**src/rtl/jtag_unlock_pkg.sv**
```systemverilog
// ---------------------------------------------------------------------------
// jtag_unlock_pkg
// Shared definitions for the JTAG unlock sequencer: the FSM state encoding
// and the two values an unlock word can take. The register-lock stage
// treats a word of UNLOCK_VAL as "debug access open" and LOCK_VAL as
// "debug access closed".
// ---------------------------------------------------------------------------
package jtag_unlock_pkg;

    typedef enum logic [1:0] {
        ST_IDLE    = 2'd0,
        ST_CHECK   = 2'd1,
        ST_RESP    = 2'd2,
        ST_LOCKOUT = 2'd3
    } state_e;

    localparam logic [31:0] UNLOCK_VAL = 32'h0000_0001;
    localparam logic [31:0] LOCK_VAL   = 32'h0000_0000;

endpackage : jtag_unlock_pkg

```
**src/rtl/jtag_unlock_seq_lockout_timer.sv**
```systemverilog
// ---------------------------------------------------------------------------
// lockout_timer
// Counts out the lockout window after too many failed key checks.
//
// Ports
//   clk_i  : clock, rising edge
//   rst_i  : asynchronous active-high reset
//   start  : one-cycle pulse; the window begins on the following edge
//   done   : high during the last cycle of the window
//
// When start is sampled, the counter loads LOCKOUT_CYCLES-1 and counts down
// to zero. done is asserted while the counter sits at zero, so the window
// covers exactly LOCKOUT_CYCLES cycles including the cycle done is high.
// ---------------------------------------------------------------------------
module lockout_timer #(
    parameter int LOCKOUT_CYCLES = 16
) (
    input  logic clk_i,
    input  logic rst_i,
    input  logic start,
    output logic done
);

    localparam int CNT_W = (LOCKOUT_CYCLES > 1) ? $clog2(LOCKOUT_CYCLES) : 1;

    logic [CNT_W-1:0] cnt_q, cnt_d;
    logic             active_q, active_d;

    // Load on start, otherwise count down while the window is open and
    // close it once the final cycle has been spent.
    always_comb begin
        cnt_d    = cnt_q;
        active_d = active_q;
        if (start) begin
            cnt_d    = CNT_W'(LOCKOUT_CYCLES - 1);
            active_d = 1'b1;
        end else if (active_q) begin
            if (cnt_q == '0) begin
                active_d = 1'b0;
            end else begin
                cnt_d = cnt_q - CNT_W'(1);
            end
        end
    end

    // Counter state; reset leaves the timer idle at zero.
    always_ff @(posedge clk_i or posedge rst_i) begin
        if (rst_i) begin
            cnt_q    <= '0;
            active_q <= 1'b0;
        end else begin
            cnt_q    <= cnt_d;
            active_q <= active_d;
        end
    end

    assign done = active_q && (cnt_q == '0);

endmodule : lockout_timer

```
**src/rtl/jtag_unlock_seq.sv**
```systemverilog
// ---------------------------------------------------------------------------
// jtag_unlock_seq
// Grants debug unlock words in response to key-checked requests from the
// debugger, and locks the requester out for a while after repeated bad keys.
//
// Ports
//   clk_i          : clock, rising edge
//   rst_i          : asynchronous active-high reset
//   req_valid_i    : unlock request valid
//   req_ready_o    : high only in IDLE; request taken when valid && ready
//   req_word_i     : index of the word to unlock
//   req_key_i      : key presented by the debugger
//   ref_key_i      : fused reference key (static after reset)
//   relock_i       : clears every unlock word on the next edge
//   jtag_unlock_o  : NUM_WORDS packed 32-bit unlock words, word 0 in LSBs
//   rsp_valid_o    : one-cycle response pulse
//   rsp_ok_o       : grant result, meaningful with rsp_valid_o
//   locked_out_o   : high while the lockout window is running
//
// Flow: IDLE accepts and captures the request, CHECK compares the captured
// key and commits the result (words, fail counter, response flops) on the
// edge into RESP, RESP pulses the response and decides whether the fail
// counter has reached the lockout threshold.
// ---------------------------------------------------------------------------
module jtag_unlock_seq #(
    parameter int NUM_WORDS      = 6,
    parameter int MAX_ATTEMPTS   = 3,
    parameter int LOCKOUT_CYCLES = 16
) (
    input  logic                    clk_i,
    input  logic                    rst_i,
    input  logic                    req_valid_i,
    output logic                    req_ready_o,
    input  logic [2:0]              req_word_i,
    input  logic [31:0]             req_key_i,
    input  logic [31:0]             ref_key_i,
    input  logic                    relock_i,
    output logic [NUM_WORDS*32-1:0] jtag_unlock_o,
    output logic                    rsp_valid_o,
    output logic                    rsp_ok_o,
    output logic                    locked_out_o
);

    import jtag_unlock_pkg::*;

    localparam int FAIL_W = $clog2(MAX_ATTEMPTS + 1);

    state_e                       state_q, state_d;
    logic [2:0]                   word_q, word_d;
    logic [31:0]                  key_q, key_d;
    logic [NUM_WORDS-1:0][31:0]   words_q, words_d;
    logic [FAIL_W-1:0]            fail_q, fail_d;
    logic                         rsp_valid_q, rsp_valid_d;
    logic                         rsp_ok_q, rsp_ok_d;
    logic                         locked_out_q, locked_out_d;

    logic                         timer_start;
    logic                         timer_done;
    logic                         word_in_range;

    assign word_in_range = ({29'd0, word_q} < 32'(NUM_WORDS));

    lockout_timer #(
        .LOCKOUT_CYCLES (LOCKOUT_CYCLES)
    ) u_lockout_timer (
        .clk_i (clk_i),
        .rst_i (rst_i),
        .start (timer_start),
        .done  (timer_done)
    );

    // Next-state and next-output logic. The grant/fail decision is made in
    // CHECK so that its effects land on the same edge that enters RESP.
    // An out-of-range index is answered with a refusal but is not counted
    // as a failed attempt, whatever the key was.
    always_comb begin
        state_d     = state_q;
        word_d      = word_q;
        key_d       = key_q;
        words_d     = words_q;
        fail_d      = fail_q;
        rsp_valid_d = 1'b0;
        rsp_ok_d    = 1'b0;
        timer_start = 1'b0;

        case (state_q)
            ST_IDLE: begin
                if (req_valid_i) begin
                    word_d  = req_word_i;
                    key_d   = req_key_i;
                    state_d = ST_CHECK;
                end
            end

            ST_CHECK: begin
                state_d     = ST_RESP;
                rsp_valid_d = 1'b1;
                if (word_in_range) begin
                    if (key_q == ref_key_i) begin
                        rsp_ok_d        = 1'b1;
                        words_d[word_q] = UNLOCK_VAL;
                        fail_d          = '0;
                    end else if (fail_q < FAIL_W'(MAX_ATTEMPTS)) begin
                        fail_d = fail_q + FAIL_W'(1);
                    end
                end
            end

            ST_RESP: begin
                if (fail_q == FAIL_W'(MAX_ATTEMPTS)) begin
                    state_d     = ST_LOCKOUT;
                    timer_start = 1'b1;
                end else begin
                    state_d = ST_IDLE;
                end
            end

            ST_LOCKOUT: begin
                if (timer_done) begin
                    state_d = ST_IDLE;
                    fail_d  = '0;
                end
            end

            default: begin
                state_d = ST_IDLE;
            end
        endcase

        // Relock wins over a grant landing on the same edge, but leaves the
        // FSM and fail counter alone.
        if (relock_i) begin
            for (int i = 0; i < NUM_WORDS; i++) begin
                words_d[i] = LOCK_VAL;
            end
        end

        locked_out_d = (state_d == ST_LOCKOUT);
    end

    // All sequencer state and registered outputs. Reset drops any request
    // in flight and relocks every word.
    always_ff @(posedge clk_i or posedge rst_i) begin
        if (rst_i) begin
            state_q      <= ST_IDLE;
            word_q       <= '0;
            key_q        <= '0;
            words_q      <= '0;
            fail_q       <= '0;
            rsp_valid_q  <= 1'b0;
            rsp_ok_q     <= 1'b0;
            locked_out_q <= 1'b0;
        end else begin
            state_q      <= state_d;
            word_q       <= word_d;
            key_q        <= key_d;
            words_q      <= words_d;
            fail_q       <= fail_d;
            rsp_valid_q  <= rsp_valid_d;
            rsp_ok_q     <= rsp_ok_d;
            locked_out_q <= locked_out_d;
        end
    end

    assign req_ready_o   = (state_q == ST_IDLE);
    assign jtag_unlock_o = words_q;
    assign rsp_valid_o   = rsp_valid_q;
    assign rsp_ok_o      = rsp_ok_q;
    assign locked_out_o  = locked_out_q;

endmodule : jtag_unlock_seq

```
**config.mk**
```make
export PLATFORM = sky130hd
export DESIGN_NAME = jtag_unlock_seq
export DESIGN_NICKNAME = d
export VERILOG_FILES = /design/src/rtl/jtag_unlock_pkg.sv /design/src/rtl/jtag_unlock_seq_lockout_timer.sv /design/src/rtl/jtag_unlock_seq.sv
export SDC_FILE = /design/constraint.sdc
export NUM_CORES = 1
export LEC_CHECK = 0
export BUFFER_PORTS_ARGS = -buffer_cell sky130_fd_sc_hd__buf_2
export CAP_MARGIN = 40
export CORE_MARGIN = 1.5
export CORE_UTILIZATION = 35
export CTS_BUF_LIST = sky130_fd_sc_hd__clkbuf_8
export DETAILED_ROUTE_END_ITERATION = 7
export MAX_ROUTING_LAYER = met4
export PLACE_DENSITY = 0.68
export RECOVER_POWER = 25
export SYNTH_ARGS = -nofsm -noshare
export SYNTH_HDL_FRONTEND = slang
export SYNTH_SLANG_ARGS = --single-unit
```
**constraint.sdc**
```tcl
create_clock -name clk_i -period 13.9 [get_ports clk_i]
set_clock_uncertainty 0.1 [all_clocks]
set_input_delay 0.695 -clock clk_i [delete_from_list [all_inputs] [get_ports clk_i]]
set_output_delay 0.695 -clock clk_i [all_outputs]
set_load 0.01 [all_outputs]
```
==> flow_summary.json <==
{
  "cts_setup_buffers": 0,
  "critical_path.max_stage_delay_ns": 2.44,
  "synth_edf_count": 0,
  "grt_use_total": 0.1515,
  "outcome": "finished, violations left",
  "hold_viol": 0,
  "dp_slack_ns": 11.02,
  "globalplace.congestion": 0.7298,
  "holdPathStages": 2,
  "synth_seq_cells": 239,
  "tightest_slew_ns": 4.389,
  "drv_cap": 2,
  "synthArstFlopShare": 1.000,
  "drive_gt1_frac": 0.4127,
  "grt_max_degree": 104,
  "die_h_um": 158.3,
  "overflow": 0,
  "wl_per_cell_um": 14.68,
  "path_delay_family": "buffers and inverters",
  "final_cells": 1249,
  "rows": 56,
  "cp_max_fo": 103,
  "drt_wl_total_um": 18340,
  "dpl.hpwl_um": 12680,
  "crit_chain": "buf_2 -> clkinvlp_2 -> clkbuf_1 -> clkbuf_1",
  "grt.busiest_layer": "met2",
  "power.total_mw": 1.732,
  "crit_type": "in -> async",
  "io_pins": 267,
  "required_ns": 13.69,
  "cts_tree": "yes",
  "drtAntennaViolNets": 0,
  "die_x_um": 158.3,
  "layout.nets": 972,
  "clk_pin_slew_ns": 0.06,
  "ir_drop_v": 0.00007539,
  "fin_ws_ns": 7.617,
  "fmax_ghz": 0.1592,
  "vias": 5370,
  "synth_ff_type": "dfrtp_1",
  "grt_pass1_vias": 5542,
  "grt_setup_unrepaired": "false",
  "cts_root_buf": "clkbuf_8",
  "dieArea_um2": 25050,
  "relSlewSlack": -1.942,
  "cts_buffer_depth": 3,
  "avgViaCountPerCell": 4.299,
  "gr-usage-met1": 0.1957,
  "yosysTopAreaCellShare": 0.7088,
  "cp.arrival_ns": 6.07,
  "finalSetupViolCount": 0,
  "layout_common_cells": "buf_2 (266), dfrtp_1 (239), and2_1 (187), clkbuf_8 (55)",
  "area_growth_pct": 32.35,
  "period_share": 0.4520,
  "seq_area_um2": 5981,
  "cts_buffers": 42,
  "portBuffers": 266,
  "firstDrtPassIters": 4,
  "drc": 0,
  "layout_commonest_cell": "buf_2",
  "post-route-min-period_ns": 6.283,
  "grt_pass1_wl_um": 28890,
  "antenna_found_initial": 2,
  "maxSlewViolCount": 166,
  "cts_sinks": 239,
  "postCtsResizedCells": 0,
  "synthCells": 600,
  "synthTopCellsByArea": "dfrtp_1 (71%), and2_1 (14%), mux2_2 (4.7%), xnor2_1 (3.6%), a41oi_1 (0.93%)",
  "yosysWarnings": 0,
  "synth_cell_types": 30,
  "cp_common_cell": "clkbuf_1",
  "setup_tns_ns": 0,
  "clk_latency_ns": 0.52,
  "multiInputGateArea_um2": 2387,
  "syn_area_um2": 8438,
  "cp-start-kind": "primary input",
  "use_met2": 0.2163,
  "dp_cells": 1173,
  "p_leak_nw": 6.170,
  "initialDrtViolationCount": 256,
  "syn_nets": 674,
  "r2r_cells": 7,
  "cts_max_level": 2,
  "critical_path_cell_count": 4,
  "path_buf_inv": 4,
  "min_path_type": "in -> reg",
  "start_util": 0.3584,
  "p_per_area_nw_per_um2": 155.1,
  "fillCellCount": 2131,
  "coreArea_um2": 23540,
  "grtUsageMet3": 0.05825,
  "slowest_stage": "clkinvlp_2",
  "violations": "capacitance limit, slew limit",
  "synth_area_leader_cell": "dfrtp_1",
  "seq_area_frac_synth": 0.7088,
  "synth_area_per_cell_um2": 14.06,
  "holdBufCountCts": 0,
  "endpoint_kind": "asynchronous set/reset pin"
}
==> flip-flops by register name (all words and copies together), names as in the netlist <==
| register | cells |
|---|---|
| state_q | 2 |
| u_lockout_timer.cnt_q | 4 |
| u_lockout_timer.active_q | 1 |
| key_q | 32 |
| rsp_valid_o | 1 |
| fail_q | 2 |
| rsp_ok_o | 1 |
| locked_out_o | 1 |
| jtag_unlock_o | 192 |
| word_q | 3 |
==> cell usage after synthesis (2+ instances only) <==
master / instances
nand2_1: 9
and2_1: 188
buf_2: 3
inv_1: 9
nor2_1: 12
mux2_2: 35
nor2b_1: 2
nand3b_1: 4
a21oi_1: 3
xnor2_1: 35
nor4_2: 2
nand4_1: 10
a41oi_1: 9
dfrtp_1: 239
ha_1: 3
a31oi_1: 2
clkbuf_1: 19
o211ai_1: 2
buf_1: 3
==> per-stage QoR <==
stage	hold slack, ns	utilization	instance area (um^2)
4_1_cts	0.1976	0.4758	11200
3_5_place_dp	0.3653	0.4380	10310
2_1_floorplan	0.3859	-	8438
5_1_grt	0.2622	0.4744	11170
3_3_place_gp	0.3629	0.4317	10160
6_report	0.3033	0.4744	11170
==> metal layers <==
layer,share of wire,up-vias
met1,0.45,2571
met2,0.44,214
met5,0,-
li1,-,2547
met4,0.024,0
met3,0.093,38
==> worst reg2reg max path, stage by stage (launching register included) <==
cell and delay (ns):
dfrtp_1 0.39, xnor2_1 0.15, nand4_1 0.19, nor4_4 0.41
buf_6 0.23, a41oi_2 0.37, buf_8 0.30, and2_1 0.17
==> layout make-up <==
class | instances | area share
timing repair buffer | 279 | 0.1317
inverter | 9 | 0.003137
antenna | 2 | 0.0004481
sequential | 239 | 0.5355
clock inverter | 19 | 0.01188
multi-input combinational | 327 | 0.2138
clock buffer | 55 | 0.06778
tap | 319 | 0.03574
==> path summary, 6_finish.rpt <==
kind / start / endpoint / slack [ns]
worst min-delay path: req_key_i[2] / key_q[2]$_DFFE_PP0P_ / 0.30
worst min register to register: jtag_unlock_o[181]$_DFFE_PP0P_ / jtag_unlock_o[181]$_DFFE_PP0P_ / 0.38
worst max register to register: key_q[3]$_DFFE_PP0P_ / jtag_unlock_o[82]$_DFFE_PP0P_ / 11.49
worst max-delay path: rst_i / key_q[17]$_DFFE_PP0P_ / 7.62
max in group clk_i: key_q[3]$_DFFE_PP0P_ / jtag_unlock_o[82]$_DFFE_PP0P_ / 11.49
min in group asynchronous: rst_i / jtag_unlock_o[28]$_DFFE_PP0P_ / 1.41
==> power breakdown <==
group,internal (mW),total [mW],switching [mW]
registers,0.766,0.819,0.0532
logic,0.133,0.249,0.117
clock network,0.390,0.663,0.273
total,1.29,1.73,0.443
==> cell families after synthesis <==
kind of cell,Yosys count,synth area share
AOI/OAI and AO/OA,22,0.02002
xor gates and xnor gates,35,0.03633
adders and majority gates,3,0.004449
buffers and inverters,34,0.01557
DFF,239,0.7088
muxes,35,0.04671
and+or+nand+nor,232,0.1682
Power figures use the tool's default switching activity.
